==> src/rtl/button_conditioner.sv <==
// Four-channel button front end: synchronize, debounce and turn presses into prioritized one-clock move pulses.
// Optional auto-repeat of held buttons is built when BUTTON_REPEAT_EN is defined.
module button_conditioner #(
    parameter int DEBOUNCE_CYCLES = 1000000,
    parameter int REPEAT_DELAY    = 50000000,
    parameter int REPEAT_PERIOD   = 25000000
) (
    input  logic       clk,
    input  logic       reset,
    input  logic [3:0] btn_n,
    output logic [3:0] level,
    output logic [3:0] press,
    output logic       up_n,
    output logic       down_n,
    output logic       left_n,
    output logic       right_n
);

    localparam int CW = $clog2(DEBOUNCE_CYCLES + 1);
    localparam logic [CW-1:0] CNT_MAX = CW'(DEBOUNCE_CYCLES);

    logic [3:0] sync1_q, sync1_d;
    logic [3:0] sync2_q, sync2_d;
    logic [3:0] synced;
    logic [3:0] level_q, level_d;
    logic [3:0] cand;
    logic [3:0] press_q, press_d;
    logic [3:0] move_n_q, move_n_d;

    // Repeat timing only matters with repeat built in; this keeps both parameters referenced.
    if (REPEAT_DELAY < REPEAT_PERIOD) begin : g_repeat_shorter_than_period
    end

    always_comb begin
        sync1_d = btn_n;
        sync2_d = sync1_q;
    end

    assign synced = ~sync2_q;

    always_ff @(posedge clk) begin
        if (reset) begin
            sync1_q <= 4'hF;
            sync2_q <= 4'hF;
        end else begin
            sync1_q <= sync1_d;
            sync2_q <= sync2_d;
        end
    end

    for (genvar gi = 0; gi < 4; gi++) begin : g_chan
        logic [CW-1:0] cnt_q, cnt_d;
        logic          lvl_q, lvl_d;

        // The level flips on the edge after the counter has sat at its maximum.
        always_comb begin
            cnt_d = '0;
            lvl_d = lvl_q;
            if (synced[gi] != lvl_q) begin
                if (cnt_q >= CNT_MAX) begin
                    lvl_d = synced[gi];
                    cnt_d = '0;
                end else begin
                    cnt_d = cnt_q + 1'b1;
                end
            end
        end

        always_ff @(posedge clk) begin
            if (reset) begin
                cnt_q <= '0;
                lvl_q <= 1'b0;
            end else begin
                cnt_q <= cnt_d;
                lvl_q <= lvl_d;
            end
        end

        assign level_q[gi] = lvl_q;
        assign level_d[gi] = lvl_d;

`ifdef BUTTON_REPEAT_EN
        localparam int RPT_MAX = (REPEAT_DELAY > REPEAT_PERIOD) ? REPEAT_DELAY : REPEAT_PERIOD;
        localparam int RW = $clog2(RPT_MAX + 1);
        localparam logic [RW-1:0] DLY_LAST = RW'(REPEAT_DELAY - 1);
        localparam logic [RW-1:0] PER_LAST = RW'(REPEAT_PERIOD - 1);

        logic [RW-1:0] rpt_q, rpt_d;
        logic          armed_q, armed_d;
        logic          fire;

        // armed selects the shorter period once the first repeat has fired.
        always_comb begin
            rpt_d   = '0;
            armed_d = 1'b0;
            fire    = 1'b0;
            if (lvl_q && lvl_d) begin
                armed_d = armed_q;
                if (rpt_q >= (armed_q ? PER_LAST : DLY_LAST)) begin
                    fire    = 1'b1;
                    armed_d = 1'b1;
                end else begin
                    rpt_d = rpt_q + 1'b1;
                end
            end
        end

        always_ff @(posedge clk) begin
            if (reset) begin
                rpt_q   <= '0;
                armed_q <= 1'b0;
            end else begin
                rpt_q   <= rpt_d;
                armed_q <= armed_d;
            end
        end

        assign cand[gi] = (lvl_d & ~lvl_q) | fire;
`else
        assign cand[gi] = lvl_d & ~lvl_q;
`endif
    end

    // Fixed priority up > down > right > left; losing candidates are dropped.
    always_comb begin
        press_d = 4'b0000;
        if (cand[0])      press_d = 4'b0001;
        else if (cand[1]) press_d = 4'b0010;
        else if (cand[3]) press_d = 4'b1000;
        else if (cand[2]) press_d = 4'b0100;
        move_n_d = ~press_d;
    end

    always_ff @(posedge clk) begin
        if (reset) begin
            press_q  <= 4'b0000;
            move_n_q <= 4'hF;
        end else begin
            press_q  <= press_d;
            move_n_q <= move_n_d;
        end
    end

    assign level   = level_q;
    assign press   = press_q;
    assign up_n    = move_n_q[0];
    assign down_n  = move_n_q[1];
    assign left_n  = move_n_q[2];
    assign right_n = move_n_q[3];

endmodule
==> config.mk <==
export PLATFORM = sky130hd
export DESIGN_NAME = button_conditioner
export DESIGN_NICKNAME = d
export VERILOG_FILES = /design/src/rtl/button_conditioner.sv
export SDC_FILE = /design/constraint.sdc
export NUM_CORES = 1
export LEC_CHECK = 0
export BUFFER_PORTS_ARGS = -buffer_cell sky130_fd_sc_hd__buf_2
export CORE_UTILIZATION = 25
export CTS_CLUSTER_DIAMETER = 80
export CTS_CLUSTER_SIZE = 8
export DETAILED_ROUTE_END_ITERATION = 16
export HOLD_SLACK_MARGIN = 0.02
export PLACE_DENSITY_LB_ADDON = 0.1
export SYNTH_ARGS = -nofsm -noshare
export SYNTH_HDL_FRONTEND = slang
export SYNTH_SLANG_ARGS = --single-unit
==> constraint.sdc <==
create_clock -name clk -period 3.4 [get_ports clk]
set_clock_uncertainty 0.2 [all_clocks]
set_input_delay 0.17 -clock clk [delete_from_list [all_inputs] [get_ports clk]]
set_output_delay 0.17 -clock clk [all_outputs]
set_load 0.05 [all_outputs]
# ---- Word-level counts from Yosys, hierarchy flattened
# Index checks and enable logic that the tools add are counted.
dict set report totals {
  ff_bits 100
  input_bits 6
  word_cells 54
}
dict set report op_classes {
  n_addsub 4
  n_lt_le_gt_ge 4
  n_eq_ne 4
  muxes 12
  bitwise_logic 14
  reduce_logical 4
}
# op n
set ops {}
lappend ops {{$add 20x1->20 const B} 4}
lappend ops {{$ge 20x20->1 const B} 4}
lappend ops {{$mux 4} 3}
lappend ops {{$reduce_or 3->1} 4}
lappend ops {{$mux 1} 8}
lappend ops {{$not 1->1} 8}
lappend ops {{$not 4->4} 2}
lappend ops {{$and 1x1->1} 4}
lappend ops {{$ne 1x1->1} 4}
lappend ops {{$mux 3} 1}

# ---- Logic depth before layout (Yosys ltp)
dict set report depth {
  ltp_word 9
  depth_mapped 6
}

# ---- Least setup slack after synthesis
# OpenSTA, ideal clock, no wires.
dict set report synth_timing {
  path_type {register to register}
  start {register g_chan[3].cnt_q[13]}
  end {register g_chan[3].cnt_q[11]}
  setup_time_ps 62
  arrival_time_ps 1775
  required_time_ps 3138
  path_slack_ps 1363
  stages_incl_launch_ff 7
  n_path_buf 2
  period_less_slack_ps 2037
  cell_sequence {dfxtp_1 -> or4_1 -> a221o_1 -> a21bo_1 -> buf_6 -> buf_12 -> nor2_4}
}
dict set report synth_between {
  elab_chain_cells 2
}
# element line
set synth_lines {}
lappend synth_lines {{start, declared} 52} ;# logic [CW-1:0] cnt_q, cnt_d;
lappend synth_lines {{start signal, assigned} 74} ;# cnt_q <= cnt_d;
lappend synth_lines {{$ge 20x20->1} 60} ;# if (cnt_q >= CNT_MAX) begin
lappend synth_lines {{$reduce_or 3->1 (no line)} -}
# Every way passes these cells.
# A chain may end at the register's enable or synchronous reset.

# ---- Final worst setup path
dict set report layout_timing {
  start {register g_chan[3].cnt_q[13]}
  end {register g_chan[3].cnt_q[19]}
}
dict set report layout_between {
  elab_chain_cells 2
}
# element line
set layout_lines {}
lappend layout_lines {{$ge 20x20->1} 60}
lappend layout_lines {{$reduce_or 3->1 (no line)} -}
# Parallel ways exist; a longest one is shown, timed or not.

==> results.cfg <==
[synthesis]
synth_cells = 502
synth_cell_types = 43
synth_mux_area_frac = 0.002257
synth_edf_count = 0
ys_ff_latch = 100
synth_nets = 516
synth-xor-area-share = 0.1106
ys_async_sr_fraction = 0
seq_area_frac_synth = 0.4515
synth_top_family_by_area = simple AND/OR/NAND/NOR gates
yosys_warnings = 0
synth_compound_area_frac = 0.08014
syn-mean-instance-area_sq_um = 8.833
syn_area_sq_um = 4434
yosys.area_share.adder = 0.02257
synth-simple-area-share = 0.2827
synth_flop_cell = dfxtp_1

[sta]
finalHoldViolCount = 0
rsz0062_at_grt = no
setup_tns_ns = 0
min_period_over_period = 0.7511
slew_violations = 0
tightest_slew_ns = 1.122
maxSlewHeadroom = 0.2518
setup_viol = 0
fin_crit_ns = 2.554
fmax_ghz = 0.3916

[floorplan]
chipWidth_microns = 135.2
pin_count = 18
fp-row-count = 48
start_util = 0.2564
die_area_sq_um = 18270
core_area_sq_um = 17300
die_h_microns = 135.2

[clocking]
clockRootBuffer = clkbuf_16
htreeDepth = 3
clockBufferDepth = 2
cts_setup_buffers = 0
clock_latency_ns = 0.34
cts_sinks = 100
cts.clk_slew.worst_paths_ns = 0.06
cts_buffers = 9
cts_tree = done

[setup_path]
slowest_delay_ns = 0.59
slowest_stage = a21bo_1
path_cells = or4_1 > a221o_1 > a21bo_1 > o21ba_1
crit_family = compound AO/OA/AOI/OAI gates
crit_fanout = 19
path_buf_inv = 0
endpoint_kind = flop
cp.required_ns = 3.49
worstSetupPathType = flop to flop
critPathLaunchType = flop
critPathArrivalTime_ns = 2.64

[drt]
firstDrtPassIters = 4
routed_wl_microns = 9059
vias_per_cell = 4.505
wl_per_cell_microns = 12.16
drc_errors = 0
vias = 3356
ant_nets = 0
drt_iter0_drc = 183

[cells_and_area]
fillers = 1887
final_util = 0.2908
drive_above_1_share = 0.1019
design_area_sq_um = 5030
diodes = 0
fin_nets = 530
area_growth_pct = 13.43

[global_routing]
grt_max_degree = 22
grt_util_all_layers = 0.1063
gr-total-overflow = 0
grt_pass1_wl_microns = 15230
grt_antenna_before_repair = 0
grt_pass1_vias = 3139

[hold_path]
hp-class = flop to flop

[power]
p_leak_nw = 1.520
power_mw = 2.224
p_per_area_nw_per_um2 = 442.2
ir_drop_mv = 0.2222

[placement]
io_buffers = 17
hpwl_microns = 6312
gp_congestion = 0.7314
place_area_sq_um = 4695

[run]
maxCapViolCount = 0

[run_status]
status = finished clean
worst register-to-register path, stage by stage (launching register included):
cell	delay [ns]
dfxtp_1	0.36
or4_1	0.54
a221o_1	0.42
a21bo_1	0.59
o21ba_1	0.39
cell usage in the layout (no fill, tap or decap), drive strengths merged, types with 6 or more instances in the layout:
| master | instances |
|---|---|
| xnor2 | 33 |
| and4 | 7 |
| or4 | 6 |
| o31ai | 7 |
| inv | 29 |
| a21oi | 20 |
| buf | 18 |
| ha | 8 |
| nand3 | 28 |
| dfxtp | 100 |
| nor3 | 14 |
| or2 | 12 |
| nand2 | 24 |
| nor2 | 76 |
| clkbuf | 13 |
| o21ai | 11 |
| and3 | 10 |
| nand4 | 21 |
| xor2 | 23 |
| or3 | 18 |
| nor4 | 14 |
flip-flops by register name, indices dropped and copies added, names as in the netlist:
signal,cells
g_chan.cnt_q,80
g_chan.lvl_q,4
move_n_q,4
press,4
sync1_q,4
sync2_q,4
layer usage:
layer | up-vias | track usage | wire length (microns)
met1 | 1559 | 0.1371 | 4555
li1 | 1760 | - | -
met4 | 0 | 0.05618 | 181
met2 | 25 | 0.1655 | 4085
met5 | - | 0 | 0
met3 | 12 | 0.02282 | 236
stage by stage:
| stage | instances | hold WS, ns | setup WS [ns] |
|---|---|---|---|
| floorplan | 502 | 0.07381 | 1.363 |
| global placement | 725 | 0.1611 | 0.8766 |
| detailed placement | 725 | 0.1582 | 0.8514 |
| CTS | 745 | 0.2097 | 0.8337 |
| global route | 745 | 0.2301 | 0.7360 |
| finish | 745 | 0.2084 | 0.8461 |
logic make-up after synthesis:
family / count (synthesis)
flip-flops: 100
multiplexers: 1
AO/OA/AOI/OAI: 55
buffers and inverters: 49
adder cells (fa/ha/maj): 8
AND/OR/NAND/NOR: 233
XOR/XNOR: 56
power breakdown:
group          switching, mW  internal, mW
logic                 0.0193        0.0126
registers            0.00423          1.18
clock network          0.425         0.587
path summary, 6_finish.rpt:
kind,depth (start not counted),endpoint,from,slack [ns]
worst min-delay path,1,sync2_q[0],sync1_q[0],0.21
worst min register to register,1,sync2_q[0],sync1_q[0],0.21
worst max register to register,4,g_chan[3].cnt_q[19],g_chan[3].cnt_q[13],0.85
worst max-delay path,4,g_chan[3].cnt_q[19],g_chan[3].cnt_q[13],0.85
cell type report:
| class | instances | area (sq um) | share of cell area |
|---|---|---|---|
| clock buffer | 13 | 250.2 | 0.04975 |
| clock inverter | 2 | 35.03 | 0.006965 |
| inverter | 29 | 108.9 | 0.02164 |
| multi-input combinational | 353 | 2210 | 0.4393 |
| sequential | 100 | 2002 | 0.3980 |
| tap | 225 | 281.5 | 0.05597 |
| timing repair buffer | 23 | 142.6 | 0.02836 |
cells in the mapped netlist (2+ instances only):
cell type,number,area [sq um]
and4_1,7,61.31
ha_1,8,100.1
nor2_1,66,247.7
dfxtp_1,100,2002
nand4_1,21,131.4
xor2_1,23,201.4
nor4_1,14,87.58
a21oi_1,20,100.1
nand3_1,28,140.1
xnor2_1,33,289.0
clkbuf_1,14,52.55
a311oi_1,2,17.52
nor3_1,14,70.07
and3_1,10,62.56
inv_1,29,108.9
a31o_2,2,17.52
or2_2,11,68.82
or4_1,6,45.04
or3_1,18,112.6
buf_4,4,30.03
nor2_4,9,101.4
nand2_1,24,90.09
o31ai_1,7,52.55
a211oi_1,4,30.03
o21ai_0,10,50.05
what timing repair did:
item	CTS	global route
hold buffers	5	0
hold endpoints to repair	5	0
resized for setup	0	0
No activity file was read; power rests on OpenSTA's default activity.
